==> src/rtl/sfp_addsub_pipe.sv <==
// sfp_addsub_pipe: N_CH-lane signed fixed-point add/sub, resized to the output format.
// Resize clips or wraps integer overflow and floors dropped fraction bits; valid/ready handshake with no bubbles.
module sfp_addsub_pipe #(
    parameter int N_CH = 4,
    parameter int IW1  = 8,
    parameter int QW1  = 8,
    parameter int IW2  = 8,
    parameter int QW2  = 8,
    parameter int IWO  = 8,
    parameter int QWO  = 8,
    parameter int CLIP = 1,
    parameter int PIPE = 2
) (
    input  logic                         clk,
    input  logic                         rst_n,
    input  logic                         in_valid,
    output logic                         in_ready,
    input  logic                         in_sub,
    input  logic [N_CH*(IW1+QW1)-1:0]    in1,
    input  logic [N_CH*(IW2+QW2)-1:0]    in2,
    output logic                         out_valid,
    input  logic                         out_ready,
    output logic [N_CH*(IWO+QWO)-1:0]    out,
    output logic [N_CH-1:0]              out_clip,
    output logic [N_CH-1:0]              clip_stky,
    input  logic                         clr_stky
);
    localparam int W1  = IW1 + QW1;
    localparam int W2  = IW2 + QW2;
    localparam int WO  = IWO + QWO;
    localparam int IWF = ((IW1 > IW2) ? IW1 : IW2) + 1;
    localparam int QWF = (QW1 > QW2) ? QW1 : QW2;
    localparam int WF  = IWF + QWF;
    localparam int QWX = (QWF > QWO) ? QWF : QWO;
    localparam int IWM = (IWF > IWO) ? IWF : IWO;
    localparam int WE  = IWM + QWX;
    localparam int WM  = IWM + QWO;
    localparam int NT  = WM - WO + 1;

    function automatic logic signed [WF-1:0] addsub(input logic signed [W1-1:0] a,
                                                    input logic signed [W2-1:0] b,
                                                    input logic sub);
        logic signed [WF-1:0] ax;
        logic signed [WF-1:0] bx;
        ax = WF'(a) <<< (QWF - QW1);
        bx = WF'(b) <<< (QWF - QW2);
        return sub ? (ax - bx) : (ax + bx);
    endfunction

    // Returns {clip_flag, resized_value}. Working width covers both formats so one path handles every case.
    function automatic logic [WO:0] resize(input logic signed [WF-1:0] s);
        logic signed [WE-1:0] e;
        logic signed [WM-1:0] t;
        logic [NT-1:0]        top;
        logic [WO-1:0]        r;
        logic                 ovf;
        e   = WE'(s) <<< (QWX - QWF);
        t   = WM'(e >>> (QWX - QWO));
        top = t[WM-1:WO-1];
        ovf = (top != '0) && (top != '1);
        r   = t[WO-1:0];
        if (ovf && (CLIP != 0))
            r = t[WM-1] ? {1'b1, {(WO-1){1'b0}}} : {1'b0, {(WO-1){1'b1}}};
        return {ovf, r};
    endfunction

    logic signed [WF-1:0] sum_p0 [N_CH];
    logic signed [WF-1:0] o_src  [N_CH];
    logic                 o_src_vld;
    logic                 ld_o;
    logic [WO:0]          res    [N_CH];

    logic                 out_vld_q, out_vld_d;
    logic [N_CH*WO-1:0]   out_q, out_d;
    logic [N_CH-1:0]      clip_q, clip_d;
    logic [N_CH-1:0]      stky_q, stky_d;

    always_comb begin
        for (int k = 0; k < N_CH; k++)
            sum_p0[k] = addsub(in1[k*W1 +: W1], in2[k*W2 +: W2], in_sub);
    end

    assign ld_o = ~out_vld_q | out_ready;

    generate
        if (PIPE >= 2) begin : g_p2
            logic                 vld_p1_q, vld_p1_d;
            logic signed [WF-1:0] sum_p1_q [N_CH];
            logic signed [WF-1:0] sum_p1_d [N_CH];
            logic                 ld_p1;

            // Stage p1: full-precision sum
            assign ld_p1    = ~vld_p1_q | ld_o;
            assign in_ready = ld_p1;

            always_comb begin
                vld_p1_d = ld_p1 ? in_valid : vld_p1_q;
                for (int k = 0; k < N_CH; k++)
                    sum_p1_d[k] = (ld_p1 && in_valid) ? sum_p0[k] : sum_p1_q[k];
            end

            always_ff @(posedge clk or negedge rst_n) begin
                if (!rst_n) vld_p1_q <= 1'b0;
                else        vld_p1_q <= vld_p1_d;
            end

            always_ff @(posedge clk) begin
                sum_p1_q <= sum_p1_d;
            end

            assign o_src_vld = vld_p1_q;
            assign o_src     = sum_p1_q;
        end else begin : g_p1
            assign in_ready  = ld_o;
            assign o_src_vld = in_valid;
            assign o_src     = sum_p0;
        end
    endgenerate

    // Output stage: resized result, clip flags and sticky flags
    always_comb begin
        out_vld_d = ld_o ? o_src_vld : out_vld_q;
        out_d     = out_q;
        clip_d    = clip_q;
        for (int k = 0; k < N_CH; k++) begin
            res[k] = resize(o_src[k]);
            if (ld_o && o_src_vld) begin
                out_d[k*WO +: WO] = res[k][WO-1:0];
                clip_d[k]         = res[k][WO];
            end
        end
        stky_d = (clr_stky ? '0 : stky_q) | ((out_vld_q && out_ready) ? clip_q : '0);
    end

    always_ff @(posedge clk or negedge rst_n) begin
        if (!rst_n) begin
            out_vld_q <= 1'b0;
            out_q     <= '0;
            clip_q    <= '0;
            stky_q    <= '0;
        end else begin
            out_vld_q <= out_vld_d;
            out_q     <= out_d;
            clip_q    <= clip_d;
            stky_q    <= stky_d;
        end
    end

    assign out_valid = out_vld_q;
    assign out       = out_q;
    assign out_clip  = clip_q;
    assign clip_stky = stky_q;
endmodule
==> config.mk <==
export PLATFORM = sky130hd
export DESIGN_NAME = sfp_addsub_pipe
export DESIGN_NICKNAME = d
export VERILOG_FILES = /design/src/rtl/sfp_addsub_pipe.sv
export SDC_FILE = /design/constraint.sdc
export NUM_CORES = 1
export LEC_CHECK = 0
export ABC_AREA = 1
export BUFFER_PORTS_ARGS = -buffer_cell sky130_fd_sc_hd__buf_2
export CORE_MARGIN = 2
export CORE_UTILIZATION = 36
export DETAILED_ROUTE_END_ITERATION = 12
export GPL_ROUTABILITY_DRIVEN = 1
export SLEW_MARGIN = 20
export SYNTH_ARGS = -nofsm -noshare
export SYNTH_HDL_FRONTEND = slang
export SYNTH_SLANG_ARGS = --single-unit
==> constraint.sdc <==
create_clock -name clk -period 2.6 [get_ports clk]
set_input_delay 0.13 -clock clk [delete_from_list [all_inputs] [get_ports clk]]
set_output_delay 0.13 -clock clk [all_outputs]
set_load 0.02 [all_outputs]
==> flow_metrics.tcl, run 1 <==
set metrics [dict create \
    synth_xor_area_frac 0.0613 \
    antenna_cells 0 \
    required_ps 2790 \
    muxShareOfSynthArea 0 \
    yosys.area_share.adder 0.0949 \
    period_share 0.854 \
    io-pin-count 208 \
    rows 63 \
    start_util 0.367 \
    ant_nets 0 \
    dr.pass1.iters 5 \
    pwr_density_cell_nw_per_um2 726 \
    core_region_area_um2 29600 \
    cts_hold_buf 5 \
    dp_cells 2145 \
    netlist_top_cells_count "nand2_1 (531), inv_1 (212), nand3_1 (126)" \
    path_clk_slew_ps 70 \
    drv_slew 0 \
    synthTopCellsByArea "edfxtp_1 (19%), nand2_1 (18%), dfrtp_1 (17%)" \
    fp.dieH_um 178 \
    min_period_ps 2220 \
    netlist.area_leader.share 0.188 \
    arrival_ps 2410 \
    holdCritPathClass "input port to flop" \
    clock-root-buffer "clkbuf_16" \
    syn_avg_cell_area_um2 7.01 \
    crit_slowest_cell "ha_1" \
    worstSetupPathType "input port to flop" \
    finalHoldViolCount 0 \
    grt_overflow 0 \
    grt_pass1_wl_um 48900 \
    cpMostUsedCell "nand2_1" \
    syn_area_um2 10900 \
    synthSimpleGateAreaFrac 0.307 \
    rsz0062_at_grt "false" \
    cts_setup_buffers 0 \
    critPathCaptureType "flop" \
    crit_family "simple AND/OR/NAND/NOR gates" \
    cts.sinks 142 \
    peakVddDrop_v 0.000319 \
    grt_use_total 0.194 \
    synth-edff-count 68 \
    area_growth_pct 20.8 \
    cts_buffer_depth 2 \
    fillers 3122 \
    synth_nets 1763 \
    setup_viol 0 \
    final_cells 2182 \
    dr_total_vias 10300 \
    critPathLaunchType "input port" \
    tightest_slew_ps 989 \
    drive_gt1_frac 0.157 \
    path_cells "buf_2 > nor2_1 > nand2_1 > o21bai_1 > nand3_1 > xor2_1 > inv_1 > ha_1 > inv_1 > nor3_1 > and2_1 > nand2_1 > nand3_1 > nand2_1" \
    status "finished clean" \
    finalClockSkew_ps 9.72 \
    synth_seq_cells 142 \
    cts_made_buffers 17 \
    wire_per_inst_um 14.0 \
    clock_latency_ps 430 \
    yosysMostFrequentCell "nand2_1" \
    critPathMaxStageDelay_ps 410 \
    ys.flop_type "dfrtp_1" \
    setup_slack_ps 381 \
    ctsResizeCount 0 \
    synthCells 1549 \
    h-tree-depth 4 \
    ys_warn_count 0 \
    dp_slack_ps -22.8 \
    cellLeakagePower_nw 7.00 \
    max_cap_viol_count 0 \
    synth_largest_area_cell "edfxtp_1" \
    grt_max_degree 75 \
    fmax_mhz 451 \
    gp_congestion 0.912 \
    port_buffers 207 \
    drt_iter0_drc 581 \
    grt_pass1_vias 9803 \
    antenna_found_initial 0 \
    final_nets 1993 \
    synth_compound_area_frac 0.0908 \
    max_slew_margin 0.341 \
    cp_num_buf_inv 3 \
    cts_tree "done" \
    fin_hold_ws_ps 90.3 \
    remaining_drc_errors 0 \
    dieArea_um2 31600 \
    synth_top_family_by_area "simple AND/OR/NAND/NOR gates" \
    ys_types 31 \
    vias_per_cell 4.74 \
    wirelength_um 30500 \
    ys_seq_area_frac 0.358 \
    dpl.hpwl_um 24500 \
    dieWidth_um 178 \
    worstPathMaxFanout 6 \
    async_reset_ff_frac 0.521 \
]
-- worst register-to-register path, delay by kind of cell (launching register included) --
kind            cells  cell delay, ps
flops               1             450
compound gates      2             300
fa+ha+maj           1             530
simple gates        1             570
-- logic make-up after synthesis --
| family | count (synthesis) |
|---|---|
| compound gates | 183 |
| xor+xnor | 76 |
| fa+ha+maj | 80 |
| buf+inv | 245 |
| flops | 142 |
| simple gates | 823 |
-- power by group --
| part | switching [W] | internal [W] |
|---|---|---|
| Clock | 0.00106 | 0.00134 |
| Combinational | 0.00246 | 0.00128 |
| Sequential | 0.000311 | 0.00307 |
-- stage by stage --
stage                      util  TNS, ps  area, um2  power [W]
after floorplan               -        0      10900    0.00581
after global placement    0.422        0      12500    0.00712
after detailed placement  0.422    -42.2      12500    0.00717
after CTS                 0.443        0      13100    0.00960
after global routing      0.443        0      13100     0.0102
final                     0.443        0      13100    0.00952
-- cells in the final DEF (no fill, tap or decap), drive strengths merged --
cell / Yosys / final
dfrtp: 74 / 74
clkbuf: 6 / 17
nor2: 127 / 127
xnor2: 10 / 10
and2: 5 / 5
ha: 76 / 76
a21o: 1 / 1
nand3b: 3 / 3
o31ai: 1 / 1
and3: 3 / 3
fa: 4 / 4
nand3: 126 / 126
a21oi: 83 / 83
a22oi: 1 / 1
buf: 22 / 234
bufinv: 0 / 1
nor3: 16 / 16
edfxtp: 68 / 68
clkinv: 0 / 2
o21bai: 9 / 9
o22ai: 2 / 2
xor2: 66 / 66
o21ai: 86 / 86
nand2: 531 / 531
nand4: 12 / 12
inv: 217 / 224
dlygate4sd3: 0 / 5
clkinvlp: 0 / 5
-- sequential cells by signal, indices dropped and copies added (netlist names) --
register and cells:
g_p2.vld_p1_q 1, g_p2.sum_p1_q 68, out_clip 4, out_valid 1, clip_stky 4, out 64
-- cell type report --
type / count / area, um2 / share of cell area
Clock buffer: 17 / 425 / 0.0324
Clock inverter: 15 / 148 / 0.0113
Inverter: 217 / 818 / 0.0624
Multi-Input combinational cell: 1162 / 6020 / 0.459
Sequential cell: 142 / 3890 / 0.297
Tap cell: 390 / 488 / 0.0372
Timing Repair Buffer: 239 / 1330 / 0.101
-- worst paths after layout --
check,from,to,slack [ps],cells after the start
min reg2reg,g_p2.sum_p1_q[60],out[9],450,2
max,in2[54],g_p2.sum_p1_q[15],380,14
min,in1[17],g_p2.sum_p1_q[35],90,2
max in group asynchronous,rst_n,out[0],1540,2
max reg2reg,g_p2.sum_p1_q[33],out[43],690,4
min in group asynchronous,rst_n,out[42],400,2
-- metal layers --
metal  track usage  vias to the layer above  part of all wire
met1         0.266                     4638              0.48
met3        0.0234                       27             0.045
met2         0.323                      249              0.46
met4        0.0505                        0             0.017
li1              -                     5418                 -
met5             0                        -                 0
(Power assumes the default switching activity.)
==> run 2, diff against run 1 <==
--- a/config.mk
+++ b/config.mk
@@ -7,6 +7,7 @@
 export LEC_CHECK = 0
 export ABC_AREA = 1
 export BUFFER_PORTS_ARGS = -buffer_cell sky130_fd_sc_hd__buf_2
+export CORE_ASPECT_RATIO = 0.9
 export CORE_MARGIN = 2
 export CORE_UTILIZATION = 36
 export DETAILED_ROUTE_END_ITERATION = 12
==> run 2 against run 1 <==
Clock power up 5%. Global-route usage down 1.1 points. Final area about the same. Core utilization down 0.20 points. Count of clock-buffer cells in the layout up 1. Critical endpoint unchanged. Clock skew up 3.7 ps. Highest routed layer is now met5.
==> flow_metrics.tcl, run 2 (synthesis results as in run 1) <==
set metrics [dict create \
    crit_slowest_cell "ha_1" \
    fp.dieH_um 169 \
    cts.sinks 142 \
    clock_latency_ps 420 \
    max_slew_margin 0.587 \
    finalInstanceArea_um2 13100 \
    required_ps 2770 \
    arrival_ps 2370 \
    antenna_found_initial 1 \
    start_util 0.364 \
    critPathMaxStageDelay_ps 390 \
    cts_buffer_depth 2 \
    critPathLaunchType "input port" \
    wire_per_inst_um 13.2 \
    max_cap_viol_count 0 \
    core_region_area_um2 29800 \
    path_clk_slew_ps 60 \
    finalClockSkew_ps 13.4 \
    fin_hold_ws_ps 86.0 \
    h-tree-depth 4 \
    setup_slack_ps 405 \
    path_cells "buf_2 > inv_1 > ha_1 > nand2_1 > nor3_1 > nand2_1 > nand2_1 > nand2_1 > nand2_1 > o21ai_0 > ha_1 > inv_1 > nor3_1 > and2_1 > nand2_1 > nand3_1 > nand2_1" \
    dp_cells 2151 \
    largest_register_ffs 68 \
    final_cell_mix "nand2_1 (531), inv_1 (211), buf_2 (206)" \
    grt_overflow 0 \
    port_buffers 207 \
    vias_per_cell 4.70 \
    grt_pass1_vias 9554 \
    place_area_um2 12500 \
    dieWidth_um 187 \
    ctsResizeCount 0 \
    grt_pass1_wl_um 46900 \
    clock-root-buffer "clkbuf_16" \
    final_nets 1986 \
    wirelength_um 29000 \
    io-pin-count 208 \
    gp_congestion 0.898 \
    holdCritPathClass "input port to flop" \
    largest_register "g_p2.sum_p1_q" \
    dieArea_um2 31600 \
    setup_viol 0 \
    drt_iter0_drc 534 \
    pwr_density_cell_nw_per_um2 730 \
    grt_use_total 0.182 \
    worstSetupPathType "input port to flop" \
    ant_nets 0 \
    antenna_cells 0 \
    rsz0062_at_grt "false" \
    area_growth_pct 20.9 \
    finalHoldViolCount 0 \
    status "finished clean" \
    cpMostUsedCell "nand2_1" \
    cts_made_buffers 17 \
    final_cells 2188 \
    cts_tree "done" \
    remaining_drc_errors 0 \
    dpl.hpwl_um 23200 \
    mostFrequentLayoutCell "nand2_1" \
    drive_gt1_frac 0.153 \
    min_period_ps 2190 \
    worstPathMaxFanout 5 \
    period_share 0.844 \
    critPathCaptureType "flop" \
    tightest_slew_ps 620 \
    fmax_mhz 456 \
    grt_max_degree 101 \
    dr_total_vias 10300 \
    drv_slew 0 \
    dp_slack_ps -37.1 \
    peakVddDrop_v 0.000356 \
    fin_util 0.441 \
    cellLeakagePower_nw 6.99 \
    dr.pass1.iters 5 \
    rows 60 \
]
-- run 2: changes by cell type in the layout (fill, tap and decap cells not counted), sizes merged --
cell and change:
buf -7, bufinv +2, clkbuf +1, clkinv +1, clkinvlp -1, inv -3
-- run 2: layout make-up --
class	instances	area (um2)
Clock inverter	14	180
Timing Repair Buffer	232	1290
Clock buffer	18	429
Inverter	217	818
Sequential cell	142	3890
Multi-Input combinational cell	1162	6020
Fill cell	3068	16700
Tap cell	403	504
-- run 2: critical path, delay by kind of cell --
family	cells	cell delay (ps)
simple gates	11	1270
fa+ha+maj	2	560
buf+inv	3	280
compound gates	1	120
-- run 2: path summary, 6_finish.rpt --
check | startpoint | to | slack (ps) | cells past startpoint
max in group asynchronous | rst_n | out[48] | 1670 | 3
hold / removal | in1[17] | g_p2.sum_p1_q[35] | 90 | 2
setup reg to reg | g_p2.sum_p1_q[33] | out[38] | 600 | 4
min in group asynchronous | rst_n | out[45] | 260 | 2
hold reg to reg | g_p2.sum_p1_q[1] | out[49] | 450 | 2
setup / recovery | in2[48] | g_p2.sum_p1_q[15] | 410 | 17
-- run 2: what timing repair did --
item | in CTS | in global routing
buffers inserted | 0 | 0
endpoints found under the hold margin | 49 | 0
endpoints found under the setup margin | 0 | 0
hold buffers | 5 | 0
-- run 2: per-stage QoR --
stage               setup TNS [ps]  power (W)
global placement             -58.0    0.00706
detailed placement           -39.0    0.00710
floorplan                        0    0.00581
global route                     0     0.0103
CTS                              0    0.00969
finish                           0    0.00958
-- run 2: power by group --
group | switching, W | total (W) | internal [W] | leakage (nW)
clock network | 0.00101 | 0.00253 | 0.00153 | 0.287
logic | 0.00239 | 0.00366 | 0.00127 | 5.13
registers | 0.000315 | 0.00339 | 0.00307 | 1.57
-- run 2: layer usage --
layer / global-route usage / vias to the layer above / routed length [um] / part of all wire
met1: 0.255 / 4606 / 14400 / 0.50
met5: 0 / - / 11 / 0.00038
li1: - / 5415 / - / -
met2: 0.302 / 247 / 13100 / 0.45
met4: 0.0431 / 2 / 250 / 0.0086
met3: 0.0220 / 17 / 1230 / 0.043
==> run 3, diff against run 2 <==
==> constraint.sdc (replaced) <==
create_clock -name clk -period 2.3 [get_ports clk]
set_input_delay 0.115 -clock clk [delete_from_list [all_inputs] [get_ports clk]]
set_output_delay 0.115 -clock clk [all_outputs]
set_load 0.02 [all_outputs]
==> run 3 against run 2 <==
Sequential power increased by 12%. Sequential share of layout area decreased by 2.3 points. Via count increased by 4.5%. Die area unchanged. Flip-flop and latch count unchanged. Hold slack got worse by 17 ps. Combinational power increased by 25%. Critical path depth increased by 1. First-iteration DRC count decreased by 9.9%. Clock power increased by 9.1%. Clock skew decreased by 3.3 ps. Core utilization increased by 3.7 points. Critical path type unchanged. Critical endpoint is now g_p2.sum_p1_q[66]. Highest routed layer is now met4.
==> flow_metrics.tcl, run 3 (synthesis results as in run 1) <==
set metrics [dict create \
    drt_iter0_drc 481 \
    grt_pass1_wl_um 49000 \
    min_period_ps 2080 \
    hold_start "in1[17]" \
    cts_made_buffers 17 \
    drv_slew 0 \
    mostFrequentLayoutCell "nand2_1" \
    finalHoldViolCount 0 \
    fin_hold_ws_ps 68.6 \
    io-pin-count 208 \
    critPathLaunchType "input port" \
    drive_gt1_frac 0.221 \
    fillers 3039 \
    clock_latency_ps 420 \
    largest_register_ffs 68 \
    grt_max_degree 69 \
    final_nets 2122 \
    finalInstanceArea_um2 14200 \
    r2r-end "out[55]" \
    max_cap_viol_count 0 \
    largest_register "g_p2.sum_p1_q" \
    status "finished clean" \
    arrival_ps 2260 \
    dieArea_um2 31600 \
    dr.pass1.iters 5 \
    cts.sinks 142 \
    hold-path-endpoint "g_p2.sum_p1_q[35]" \
    required_ps 2480 \
    worstSetupPathType "input port to flop" \
    area_growth_pct 30.9 \
    grt_pass1_vias 10200 \
    r2r_start "g_p2.vld_p1_q" \
    cts_tree "done" \
    wire_per_inst_um 12.8 \
    critPathCaptureType "flop" \
    ant_nets 0 \
    r2r_slack_ps 570 \
    tightest_slew_ps 811 \
    setup_viol 0 \
    rows 60 \
    antenna_cells 0 \
    fp.dieH_um 169 \
    vias_per_cell 4.63 \
    remaining_drc_errors 0 \
    wirelength_um 29700 \
    antenna_found_initial 0 \
    cts_buffer_depth 2 \
    worstPathMaxFanout 5 \
    period_share 0.902 \
    fin_util 0.477 \
    h-tree-depth 4 \
    final_cell_mix "nand2_1 (529), inv_1 (211), buf_2 (206)" \
    grt_overflow 0 \
    r2r_cells 6 \
    path_clk_slew_ps 70 \
    dieWidth_um 187 \
    finalClockSkew_ps 10.1 \
    peakVddDrop_v 0.000418 \
    gp_congestion 0.877 \
    fmax_mhz 482 \
    multi_input_area_um2 6090 \
    dpl.hpwl_um 24400 \
    rsz0062_at_grt "true" \
    holdCritPathClass "input port to flop" \
    start_util 0.364 \
    max_slew_margin 0.458 \
    core_region_area_um2 29800 \
    cellLeakagePower_nw 7.65 \
    pwr_density_cell_nw_per_um2 785 \
    clock-root-buffer "clkbuf_16" \
    min_path_cells 2 \
    grt_use_total 0.190 \
    port_buffers 207 \
    dr_total_vias 10800 \
    regArea_um2 3890 \
    place_area_um2 13500 \
]
## run 3: timing repair
| item | CTS | global route |
|---|---|---|
| resized for setup | 0 | 13 |
| setup buffers | 0 | 1 |
| setup endpoints to repair | 0 | 14 |
| hold buffers | 5 | 0 |
| hold endpoints to repair | 39 | 0 |
## run 3: area by class of cell
type | count | share of cell area
multi-input combinational | 1162 | 0.428
sequential | 142 | 0.274
timing repair buffer | 368 | 0.163
inverter | 217 | 0.0575
tap | 403 | 0.0354
clock buffer | 17 | 0.0299
clock inverter | 15 | 0.0118
## run 3: layer usage
layer,vias to the layer above,track usage,wire [um]
met1,4805,0.259,14600
met3,35,0.0251,1150
li1,5679,-,-
met4,0,0.0625,665
met5,-,0,0
met2,232,0.313,13300
## run 3: critical path, cell delays in order
cell	delay, ps
buf_2	110
inv_1	70
ha_1	160
nand2_1	90
nor3_2	160
buf_4	130
nand2_1	50
nand2_1	70
nand2_1	50
nand2_1	50
o21ai_0	120
ha_1	410
inv_1	80
nor3_1	240
and2_1	160
nand2_1	60
nand3_1	70
nand2_1	50
## run 3: power by group
part	switching, W	internal, W
clock network	0.00122	0.00155
logic	0.00280	0.00179
registers	0.000343	0.00347
## run 3: metrics by stage
stage / cells / setup slack (ps) / setup TNS (ps) / total power (W)
floorplan: 1549 / 84.0 / 0 / 0.00657
global placement: 2286 / -274 / -4720 / 0.00836
detailed placement: 2286 / -307 / -5550 / 0.00844
CTS: 2323 / 149 / 0 / 0.0113
global route: 2324 / -16.7 / -24.4 / 0.0120
finish: 2324 / 225 / 0 / 0.0112
## run 3: worst max-delay path by stage
| stage | endpoint | start | slack [ps] |
|---|---|---|---|
| after CTS | g_p2.sum_p1_q[12] | in2[48] | 150 |
| after floorplan | g_p2.sum_p1_q[0] | out_valid | 80 |
| after global routing | g_p2.sum_p1_q[66] | in2[0] | -20 |
| after global placement | g_p2.sum_p1_q[12] | in2[48] | -270 |
| after detailed placement | g_p2.sum_p1_q[12] | in2[48] | -310 |
| final | g_p2.sum_p1_q[66] | in2[0] | 220 |
